File: config.mk
export PLATFORM = sky130hd
export DESIGN_NAME = bram_frame_reader_flat
export DESIGN_NICKNAME = d
export VERILOG_FILES = /design/src/rtl/bram_frame_reader_if.sv /design/src/rtl/bram_frame_reader.sv /design/src/flat_wrapper.sv
export SDC_FILE = /design/constraint.sdc
export NUM_CORES = 1
export LEC_CHECK = 0
export ABC_AREA = 1
export ABC_CLOCK_PERIOD_IN_PS = 3600
export CAP_MARGIN = 0
export CELL_PAD_IN_SITES_DETAIL_PLACEMENT = 1
export CELL_PAD_IN_SITES_GLOBAL_PLACEMENT = 2
export CORE_MARGIN = 5
export CORE_UTILIZATION = 34
export DETAILED_ROUTE_END_ITERATION = 7
export PLACE_DENSITY = 0.92
export SLEW_MARGIN = 10
export SYNTH_ARGS = -nofsm -noshare
export SYNTH_HDL_FRONTEND = slang
export SYNTH_SLANG_ARGS = --single-unit
File: constraint.sdc
create_clock -name clk -period 3.6 [get_ports clk]
set_input_delay 0.72 -clock clk [delete_from_list [all_inputs] [get_ports clk]]
set_output_delay 0.72 -clock clk [all_outputs]
set_load 0.01 [all_outputs]
File: src/rtl/bram_frame_reader_if.sv
// ============================================================================
// Module      : bram_frame_reader_if
// Description : Command, BRAM read port and pixel stream bundle for the
//               frame reader.
// Revision    : 1.0 - initial release
// ============================================================================
`default_nettype none

interface bram_frame_reader_if #(
    parameter int DATA_WIDTH = 32,
    parameter int ADDR_WIDTH = 16,
    parameter int LEN_WIDTH  = 12
);
    logic                  start;
    logic [ADDR_WIDTH-1:0] base_addr;
    logic [LEN_WIDTH-1:0]  line_len;
    logic [LEN_WIDTH-1:0]  num_lines;
    logic                  bram_we;
    logic [ADDR_WIDTH-1:0] bram_addr;
    logic [DATA_WIDTH-1:0] bram_rdata;
    logic                  m_valid;
    logic                  m_ready;
    logic [DATA_WIDTH-1:0] m_data;
    logic                  m_sof;
    logic                  m_eol;
    logic                  busy;
    logic                  done;

    modport master (
        input  start, base_addr, line_len, num_lines, bram_rdata, m_ready,
        output bram_we, bram_addr, m_valid, m_data, m_sof, m_eol, busy, done
    );

    modport slave (
        output start, base_addr, line_len, num_lines, bram_rdata, m_ready,
        input  bram_we, bram_addr, m_valid, m_data, m_sof, m_eol, busy, done
    );
endinterface

`default_nettype wire

File: src/rtl/bram_frame_reader.sv
// ============================================================================
// Module      : bram_frame_reader
// Description : Walks a rectangular frame region out of a 1-cycle-latency
//               BRAM and streams it with SOF/EOL markers via a 3-entry buffer.
// Revision    : 1.0 - initial release
// ============================================================================
`default_nettype none

module bram_frame_reader #(
    parameter int DATA_WIDTH = 32,
    parameter int ADDR_WIDTH = 16,
    parameter int LEN_WIDTH  = 12
) (
    input  wire logic           clk,
    input  wire logic           rst,
    bram_frame_reader_if.master bus
);

    typedef enum logic [1:0] {
        S_IDLE  = 2'd0,
        S_RUN   = 2'd1,
        S_DRAIN = 2'd2,
        S_DONE  = 2'd3
    } state_t;

    typedef struct packed {
        logic                  sof;
        logic                  eol;
        logic [DATA_WIDTH-1:0] data;
    } entry_t;

    state_t                r_state;
    state_t                w_state_nxt;

    logic [LEN_WIDTH-1:0]  r_len;
    logic [LEN_WIDTH-1:0]  r_lines;
    logic [LEN_WIDTH-1:0]  r_col;
    logic [LEN_WIDTH-1:0]  r_line;
    logic [ADDR_WIDTH-1:0] r_line_base;
    logic [ADDR_WIDTH-1:0] r_addr;

    // r_req: address on the BRAM bus this cycle; r_rv: BRAM dout valid this cycle
    logic                  r_req;
    logic                  r_req_sof;
    logic                  r_req_eol;
    logic                  r_rv;
    logic                  r_rv_sof;
    logic                  r_rv_eol;

    entry_t                r_buf [3];
    logic [1:0]            r_count;

    logic                  w_pop;
    logic                  w_push;
    logic [1:0]            w_wr_idx;
    logic [2:0]            w_occ;
    logic                  w_room;
    logic                  w_issue;
    logic                  w_col_last;
    logic                  w_line_last;
    logic                  w_zero;

    assign w_pop       = (r_count != 2'd0) && bus.m_ready;
    assign w_push      = r_rv;
    assign w_wr_idx    = r_count - {1'b0, w_pop};
    // Both pipeline stages count as committed slots; a same-cycle pop frees one.
    assign w_occ       = {1'b0, r_count} + {2'b0, r_req} + {2'b0, r_rv};
    assign w_room      = w_occ < (3'd3 + {2'b0, w_pop});
    assign w_issue     = (r_state == S_RUN) && w_room;
    assign w_col_last  = (r_col == r_len - 1'b1);
    assign w_line_last = (r_line == r_lines - 1'b1);
    assign w_zero      = (bus.line_len == '0) || (bus.num_lines == '0);

    always_ff @(posedge clk) begin
        if (rst) begin
            r_state <= S_IDLE;
        end else begin
            r_state <= w_state_nxt;
        end
    end

    always_comb begin
        w_state_nxt = r_state;
        case (r_state)
            // Empty frames pass through DRAIN so the done pulse lands one cycle later.
            S_IDLE:  if (bus.start) w_state_nxt = w_zero ? S_DRAIN : S_RUN;
            S_RUN:   if (w_issue && w_col_last && w_line_last) w_state_nxt = S_DRAIN;
            S_DRAIN: if (!r_req && !r_rv &&
                         ((r_count == 2'd0) || ((r_count == 2'd1) && w_pop)))
                         w_state_nxt = S_DONE;
            S_DONE:  w_state_nxt = S_IDLE;
            default: w_state_nxt = S_IDLE;
        endcase
    end

    always_ff @(posedge clk) begin
        if (rst) begin
            r_len       <= '0;
            r_lines     <= '0;
            r_col       <= '0;
            r_line      <= '0;
            r_line_base <= '0;
            r_addr      <= '0;
            r_req       <= 1'b0;
            r_req_sof   <= 1'b0;
            r_req_eol   <= 1'b0;
            r_rv        <= 1'b0;
            r_rv_sof    <= 1'b0;
            r_rv_eol    <= 1'b0;
        end else begin
            if ((r_state == S_IDLE) && bus.start) begin
                r_len       <= bus.line_len;
                r_lines     <= bus.num_lines;
                r_line_base <= bus.base_addr;
                r_col       <= '0;
                r_line      <= '0;
            end else if (w_issue) begin
                if (w_col_last) begin
                    r_col       <= '0;
                    r_line      <= r_line + 1'b1;
                    r_line_base <= r_line_base + ADDR_WIDTH'(r_len);
                end else begin
                    r_col <= r_col + 1'b1;
                end
            end

            r_req <= w_issue;
            if (w_issue) begin
                r_addr    <= r_line_base + ADDR_WIDTH'(r_col);
                r_req_sof <= (r_line == '0) && (r_col == '0);
                r_req_eol <= w_col_last;
            end

            r_rv     <= r_req;
            r_rv_sof <= r_req_sof;
            r_rv_eol <= r_req_eol;
        end
    end

    // Shift-down buffer: entry 0 is always the head presented on the stream.
    always_ff @(posedge clk) begin
        if (rst) begin
            r_buf[0] <= '0;
            r_buf[1] <= '0;
            r_buf[2] <= '0;
            r_count  <= 2'd0;
        end else begin
            if (w_pop) begin
                r_buf[0] <= r_buf[1];
                r_buf[1] <= r_buf[2];
            end
            if (w_push) begin
                r_buf[w_wr_idx] <= '{sof: r_rv_sof, eol: r_rv_eol, data: bus.bram_rdata};
            end
            r_count <= r_count + {1'b0, w_push} - {1'b0, w_pop};
        end
    end

    assign bus.bram_we   = 1'b0;
    assign bus.bram_addr = r_addr;
    assign bus.m_valid   = (r_count != 2'd0);
    assign bus.m_data    = r_buf[0].data;
    assign bus.m_sof     = r_buf[0].sof && (r_count != 2'd0);
    assign bus.m_eol     = r_buf[0].eol && (r_count != 2'd0);
    assign bus.busy      = (r_state != S_IDLE);
    assign bus.done      = (r_state == S_DONE);

endmodule

`default_nettype wire
File: src/flat_wrapper.sv
// flat-port wrapper written by rule: the top's interface ports become plain ports
module bram_frame_reader_flat 
#(
    parameter int DATA_WIDTH = 32,
    parameter int ADDR_WIDTH = 16,
    parameter int LEN_WIDTH  = 12
)
  (clk, rst, bus_start, bus_base_addr, bus_line_len, bus_num_lines, bus_bram_rdata, bus_m_ready, bus_bram_we, bus_bram_addr, bus_m_valid, bus_m_data, bus_m_sof, bus_m_eol, bus_busy, bus_done);
  bram_frame_reader_if #(.DATA_WIDTH(DATA_WIDTH), .ADDR_WIDTH(ADDR_WIDTH), .LEN_WIDTH(LEN_WIDTH)) bus_i ();
  input  wire logic clk;
  input  wire logic rst;
  input wire logic [$bits(bus_i.start)-1:0] bus_start;
  input wire logic [$bits(bus_i.base_addr)-1:0] bus_base_addr;
  input wire logic [$bits(bus_i.line_len)-1:0] bus_line_len;
  input wire logic [$bits(bus_i.num_lines)-1:0] bus_num_lines;
  input wire logic [$bits(bus_i.bram_rdata)-1:0] bus_bram_rdata;
  input wire logic [$bits(bus_i.m_ready)-1:0] bus_m_ready;
  output wire logic [$bits(bus_i.bram_we)-1:0] bus_bram_we;
  output wire logic [$bits(bus_i.bram_addr)-1:0] bus_bram_addr;
  output wire logic [$bits(bus_i.m_valid)-1:0] bus_m_valid;
  output wire logic [$bits(bus_i.m_data)-1:0] bus_m_data;
  output wire logic [$bits(bus_i.m_sof)-1:0] bus_m_sof;
  output wire logic [$bits(bus_i.m_eol)-1:0] bus_m_eol;
  output wire logic [$bits(bus_i.busy)-1:0] bus_busy;
  output wire logic [$bits(bus_i.done)-1:0] bus_done;
  assign bus_i.start = bus_start;
  assign bus_i.base_addr = bus_base_addr;
  assign bus_i.line_len = bus_line_len;
  assign bus_i.num_lines = bus_num_lines;
  assign bus_i.bram_rdata = bus_bram_rdata;
  assign bus_i.m_ready = bus_m_ready;
  assign bus_bram_we = bus_i.bram_we;
  assign bus_bram_addr = bus_i.bram_addr;
  assign bus_m_valid = bus_i.m_valid;
  assign bus_m_data = bus_i.m_data;
  assign bus_m_sof = bus_i.m_sof;
  assign bus_m_eol = bus_i.m_eol;
  assign bus_busy = bus_i.busy;
  assign bus_done = bus_i.done;
  bram_frame_reader #(.DATA_WIDTH(DATA_WIDTH), .ADDR_WIDTH(ADDR_WIDTH), .LEN_WIDTH(LEN_WIDTH)) u_core (.clk(clk), .rst(rst), .bus(bus_i));
endmodule
==> impl_metrics.json, run 1 <==
{
  "outcome": "finished, final reports clean",
  "whs_path_depth": 2,
  "ctsResizeCount": 0,
  "io_buffers": 128,
  "synthSimpleGateAreaFrac": 0.2332,
  "die_h_microns": 187.9,
  "fin_nets": 1525,
  "wl_mm": 30.46,
  "drc": 0,
  "grt_max_degree": 69,
  "crit_path_max_fanout": 20,
  "r2r-start": "u_core.r_count[0]",
  "clockRootBuffer": "clkbuf_16",
  "fillers": 3733,
  "synth_cell_types": 50,
  "holdPathEnd": "u_core.r_rv_eol",
  "clock_path_buffers": 2,
  "path_clk_slew_ps": 80,
  "layout_commonest_cell": "nand2_1",
  "gp_congestion": 0.8709,
  "hp-class": "reg -> reg",
  "clock_skew_ps": 14.96,
  "hold_buffers": 0,
  "drv_slew": 0,
  "synthToLayoutAreaGrowth_pct": 19.20,
  "core_sq_mm": 0.03139,
  "ys_seq_area_frac": 0.4523,
  "post-route-worst-setup-slack_ps": 693.1,
  "period_share": 0.8075,
  "vdd_ir_drop_max_mv": 0.3516,
  "clock_latency_ps": 440,
  "timing.hold.ws_ps": 427.3,
  "antenna_found_initial": 2,
  "cts_sinks": 192,
  "gr-total-overflow": 0,
  "fin_util": 0.4085,
  "startpoint_type": "register",
  "ant_nets": 0,
  "synth_compound_area_frac": 0.1273,
  "layout_min_cycle_time_ps": 2907,
  "synthesis.area_sq_mm": 0.01076,
  "finalHoldViolations": 0,
  "synth_area_per_cell_sq_um": 8.137,
  "grt_pass1_vias": 9589,
  "ctsHtreeMaxLevel": 4,
  "pre_cts_slack_ps": 275.8,
  "synth-adder-area-share": 0.05327,
  "muxShareOfSynthArea": 0,
  "diodes": 0,
  "via_count": 9158,
  "cts_buffers": 17,
  "die_x_microns": 187.9,
  "p_total_mw": 8.149,
  "hpwl_mm": 23.20,
  "async_flop_share": 0,
  "required_ps": 3920,
  "max-slew-margin-rel": 0.5765,
  "firstDrtPassIters": 5,
  "fin_setup_tns_ps": 0,
  "ff2ff_path_depth": 10,
  "maxCapViolCount": 0,
  "power_density_mw_per_mm2": 635.6,
  "grtUsageTotal": 0.1727,
  "final_cell_mix": "187 x nand2_1, 150 x inv_1, 143 x o21ai_0, 143 x nor2_1, 132 x nand3_1",
  "synth_edf_count": 102,
  "tightest_slew_ps": 628.6,
  "viasPerCell": 5.032,
  "synth_warnings": 0,
  "setup_viol": 0,
  "critPathArrivalTime_ps": 3230,
  "crit_path_end_kind": "register",
  "postCtsSetupBuffers": 0,
  "hp-start": "u_core.r_req_eol",
  "fmax_mhz": 344.0,
  "syn_inst": 1322,
  "synth_top_family_by_area": "simple AND/OR/NAND/NOR gates",
  "synth-main-ff-cell": "edfxtp_1",
  "start_util": 0.3426,
  "ioPinCount": 130,
  "cts_tree": "yes",
  "rsz0062_at_grt": "no",
  "r2r_end": "u_core.r_line_base[9]",
  "die-area_sq_mm": 0.03529,
  "avgRoutedWirePerCell_microns": 16.74,
  "leakagePower_nw": 5.250,
  "first_iter_violations": 559,
  "criticalPathCategory": "reg -> reg",
  "yosys.area_share.xor_xnor": 0.03745,
  "syn-num-nets": 1442,
  "rows": 65,
  "ys_ff_latch": 192,
  "drive_above_1_share": 0.06347,
  "r2r_slack_ps": 690,
  "grt_pass1_wl_mm": 49.99
}
Yosys cell counts (2+ instances only):
library cell | count | area share
o21ai_1 | 6 | 0.0028
buf_2 | 2 | 0.00093
inv_1 | 150 | 0.052
o21bai_1 | 3 | 0.0021
nor2_1 | 144 | 0.050
a21o_1 | 2 | 0.0014
buf_6 | 3 | 0.0031
and3_1 | 2 | 0.0012
nor3b_2 | 6 | 0.0070
buf_1 | 4 | 0.0014
ha_1 | 41 | 0.048
o211ai_1 | 13 | 0.0091
fa_1 | 3 | 0.0056
inv_2 | 2 | 0.00070
o21ai_0 | 143 | 0.067
or2_1 | 3 | 0.0017
xor2_1 | 28 | 0.023
a21oi_1 | 79 | 0.037
nand2_2 | 10 | 0.0058
clkbuf_1 | 39 | 0.014
and2_1 | 2 | 0.0012
nand3b_1 | 7 | 0.0049
nor4_1 | 8 | 0.0047
nand4_1 | 11 | 0.0064
a21oi_2 | 4 | 0.0033
edfxtp_1 | 102 | 0.28
buf_4 | 34 | 0.024
nand3_2 | 3 | 0.0028
xnor2_1 | 18 | 0.015
nand3_1 | 132 | 0.061
or2_2 | 2 | 0.0012
nand2_1 | 189 | 0.066
dfxtp_1 | 90 | 0.17
nor3_1 | 17 | 0.0079
nor2_2 | 5 | 0.0029
how the worst max path moves through the flow:
| stage | start | endpoint | slack, ps | depth (start not counted) |
|---|---|---|---|---|
| floorplan | bus_m_ready | u_core.r_buf[0][0] | 580 | 8 |
| global placement | bus_m_ready | u_core.r_line_base[0] | 390 | 11 |
| detailed placement | bus_m_ready | u_core.r_line_base[0] | 280 | 11 |
| CTS | u_core.r_count[0] | u_core.r_line_base[9] | 690 | 10 |
| global route | u_core.r_count[0] | u_core.r_line_base[0] | 510 | 11 |
| finish | u_core.r_count[0] | u_core.r_line_base[9] | 690 | 10 |
final cells by class:
cell class / instances / area, sq um / area share
Sequential cell: 192 / 4865 / 0.3794
Timing Repair Buffer: 146 / 1441 / 0.1124
Multi-Input combinational cell: 895 / 4870 / 0.3798
Clock buffer: 20 / 446.7 / 0.03484
Clock inverter: 12 / 122.6 / 0.009563
Tap cell: 402 / 503.0 / 0.03923
Inverter: 153 / 574.3 / 0.04479
routing by layer:
layer | GRT usage | routed length, microns
met1 | 0.2203 | 13910
met2 | 0.3046 | 15080
met3 | 0.03444 | 1053
met4 | 0.03614 | 386
met5 | 0 | 27
sequential cells by signal, summed over array words and instances (netlist names):
name	flops
u_core.r_line_base	16
u_core.r_req	1
u_core.r_count	2
u_core.r_buf	102
u_core.r_col	12
u_core.r_state	2
u_core.r_req_sof	1
u_core.r_len	12
u_core.r_lines	12
u_core.r_rv_sof	1
u_core.r_line	12
u_core.r_rv_eol	1
u_core.r_rv	1
u_core.bus.bram_addr	16
u_core.r_req_eol	1
worst max-delay path, stage by stage (launching register included):
cell and delay (ps):
dfxtp_1 350, fa_1 430, ha_1 200, ha_1 290
a21oi_1 180, nand3_2 210, a21oi_1 290, nand4_4 220
nand2_2 370, and2_1 190, nor2_1 50
power breakdown:
part	total (mW)	leakage, nW	internal, mW	switching (mW)
clock network	1.86	0.276	0.936	0.922
registers	3.10	1.80	2.79	0.311
logic	3.19	3.17	1.24	1.95
metrics by stage:
stage	std cells	instance area [sq um]
after detailed placement	1788	12250
after CTS	1820	12820
after floorplan	1322	10760
final	1820	12820
after global routing	1820	12820
after global placement	1788	12250
cells by family (layout without fill, tap and decap cells):
family | after synthesis | count (layout)
AOI/OAI and AO/OA | 257 | 257
buffers and inverters | 235 | 331
and+or+nand+nor | 547 | 547
DFF | 192 | 192
other | 1 | 1
xor gates and xnor gates | 46 | 46
adders and majority gates | 44 | 44
(Power assumes the default switching activity.)
==> run 2, diff against run 1 <==
Settings changed: ABC_CLOCK_PERIOD_IN_PS 3600 to 2800.
Clock period 3.6 ns to 2.8 ns, I/O delays scaled along.
==> run 2 against run 1 <==
Against the previous run: clock-buffer cell count fell by 2; first-iteration DRC count is 21% lower; power rose by 33%; die area unchanged; via count is 1.6% higher; final area increased by 2.3%; combinational power up 34%.
==> impl_metrics.json, run 2 (same netlist as run 1, synthesis figures left out) <==
{
  "fmax_mhz": 376.1,
  "critPathSlowestCell": "fa_1",
  "clock_skew_ps": 11.99,
  "r2r_slack_ps": 140,
  "clock_path_buffers": 2,
  "antenna_found_initial": 1,
  "pwr-share-seq": 0.367,
  "critPathMaxStageDelay_ps": 430,
  "maxCapViolCount": 0,
  "io_buffers": 128,
  "viasPerCell": 5.054,
  "grt_max_degree": 69,
  "clockRootBuffer": "clkbuf_16",
  "holdPathEnd": "u_core.r_rv_eol",
  "die_h_microns": 187.9,
  "gr-total-overflow": 0,
  "startpoint_type": "register",
  "r2r_end": "u_core.r_col[10]",
  "crit_path_end_kind": "register",
  "layout_commonest_cell": "nand2_1",
  "period_share": 0.9497,
  "cts_sinks": 192,
  "hp-class": "reg -> reg",
  "finalHoldViolations": 0,
  "grt_pass1_wl_mm": 50.23,
  "drc": 0,
  "hpwl_mm": 23.46,
  "dr_wl_met2_mm": 15.69,
  "gp_congestion": 0.8710,
  "critPathArrivalTime_ps": 3000,
  "max-slew-margin-rel": 0.6080,
  "pre_cts_slack_ps": -99.61,
  "first_iter_violations": 443,
  "crit_cells": 12,
  "final_cell_mix": "187 x nand2_1, 150 x inv_1, 142 x o21ai_0, 142 x nor2_1, 132 x nand3_1",
  "rows": 65,
  "power_frac_comb": 0.394,
  "whs_path_depth": 2,
  "wl_mm": 31.10,
  "diodes": 0,
  "required_ps": 3140,
  "p_int_mw": 6.684,
  "p_sw_mw": 4.159,
  "synthToLayoutAreaGrowth_pct": 21.95,
  "ff2ff_path_depth": 12,
  "fin_nets": 1547,
  "critical-path-top-delay-family": "adder cells",
  "wl_met1_mm": 14.03,
  "cts_tree": "yes",
  "wl_met3_mm": 1.026,
  "p_sw_frac": 0.3836,
  "die-area_sq_mm": 0.03529,
  "cts_buffers": 17,
  "grt_pass1_vias": 9722,
  "clkPwrFrac": 0.239,
  "path_clk_slew_ps": 80,
  "clock_latency_ps": 440,
  "core_sq_mm": 0.03139,
  "outcome": "finished, final reports clean",
  "fin_setup_tns_ps": 0,
  "avgRoutedWirePerCell_microns": 16.89,
  "leakagePower_nw": 5.406,
  "die_x_microns": 187.9,
  "criticalPathCategory": "reg -> reg",
  "crit_buf_inv": 1,
  "start_util": 0.3426,
  "hold_buffers": 0,
  "via_count": 9309,
  "ioPinCount": 130,
  "largest_register": "u_core.r_buf",
  "cp_cell_sequence": "fa_1 > ha_1 > ha_1 > a21oi_2 > nand3_2 > buf_4 > nor2_4 > nand4_2 > nor2_4 > nand4_1 > nor2_2 > nor3b_2",
  "fin_util": 0.4179,
  "firstDrtPassIters": 5,
  "ant_nets": 0,
  "setup_viol": 0,
  "ctsHtreeMaxLevel": 4,
  "timing.hold.ws_ps": 429.7,
  "p_total_mw": 10.84,
  "hp-start": "u_core.r_req_eol",
  "drv_slew": 0,
  "power_density_mw_per_mm2": 826.7,
  "vdd_ir_drop_max_mv": 0.5006,
  "drive_above_1_share": 0.07986,
  "post-route-worst-setup-slack_ps": 140.9,
  "top_layer_used": "met5",
  "tightest_slew_ps": 581.8,
  "crit_path_max_fanout": 4,
  "grtUsageTotal": 0.1742,
  "layout_min_cycle_time_ps": 2659,
  "r2r-start": "u_core.r_count[0]",
  "largest_register_ffs": 102
}
-- run 2: layer usage --
metal  GRT usage  vias up
met5           0        -
met4     0.03614        2
met3     0.03090       28
met2      0.3114      172
met1      0.2212     4501
li1            -     4606
-- run 2: timing repair --
| item | in CTS | in global routing |
|---|---|---|
| setup buffers | 0 | 1 |
| resized for setup | 0 | 6 |
| setup endpoints to repair | 0 | 8 |
-- run 2: worst max-delay path by stage --
stage | end | from | slack (ps)
global route | u_core.r_col[11] | u_core.r_count[0] | -10
global placement | u_core.r_col[10] | bus_m_ready | 70
CTS | u_core.r_col[10] | u_core.r_count[0] | 130
finish | u_core.r_col[10] | u_core.r_count[0] | 140
floorplan | u_core.r_buf[0][0] | bus_m_ready | -60
detailed placement | u_core.r_col[10] | bus_m_ready | -100
-- run 2: final cells by class --
type	instances	area, sq um
Tap cell	402	503.0
Clock buffer	18	429.2
Clock inverter	14	186.4
Multi-Input combinational cell	895	4890
Sequential cell	192	4866
Fill cell	3722	18280
Timing Repair Buffer	168	1669
Inverter	153	574.3
-- run 2: power groups by stage --
stage	combinational (mW)	clock [mW]	sequential (mW)
floorplan	2.80	0	3.95
global placement	4.17	0	4.02
detailed placement	4.28	0	4.04
CTS	4.32	2.65	3.99
global route	4.80	2.78	4.04
finish	4.28	2.59	3.98
-- run 2: worst register-to-register path: cells and delay by family (launching register included) --
family | cells | cell delay, ps
buf+inv | 1 | 190
flops | 1 | 350
compound gates | 1 | 200
simple gates | 7 | 890
fa+ha+maj | 3 | 930
-- run 2: metrics by stage --
| stage | std cells | instance area, sq um |
|---|---|---|
| 2_1_floorplan | 1322 | 10760 |
| 5_1_grt | 1842 | 13120 |
| 3_3_place_gp | 1809 | 12470 |
| 4_1_cts | 1841 | 13090 |
| 6_report | 1842 | 13120 |
| 3_5_place_dp | 1809 | 12470 |
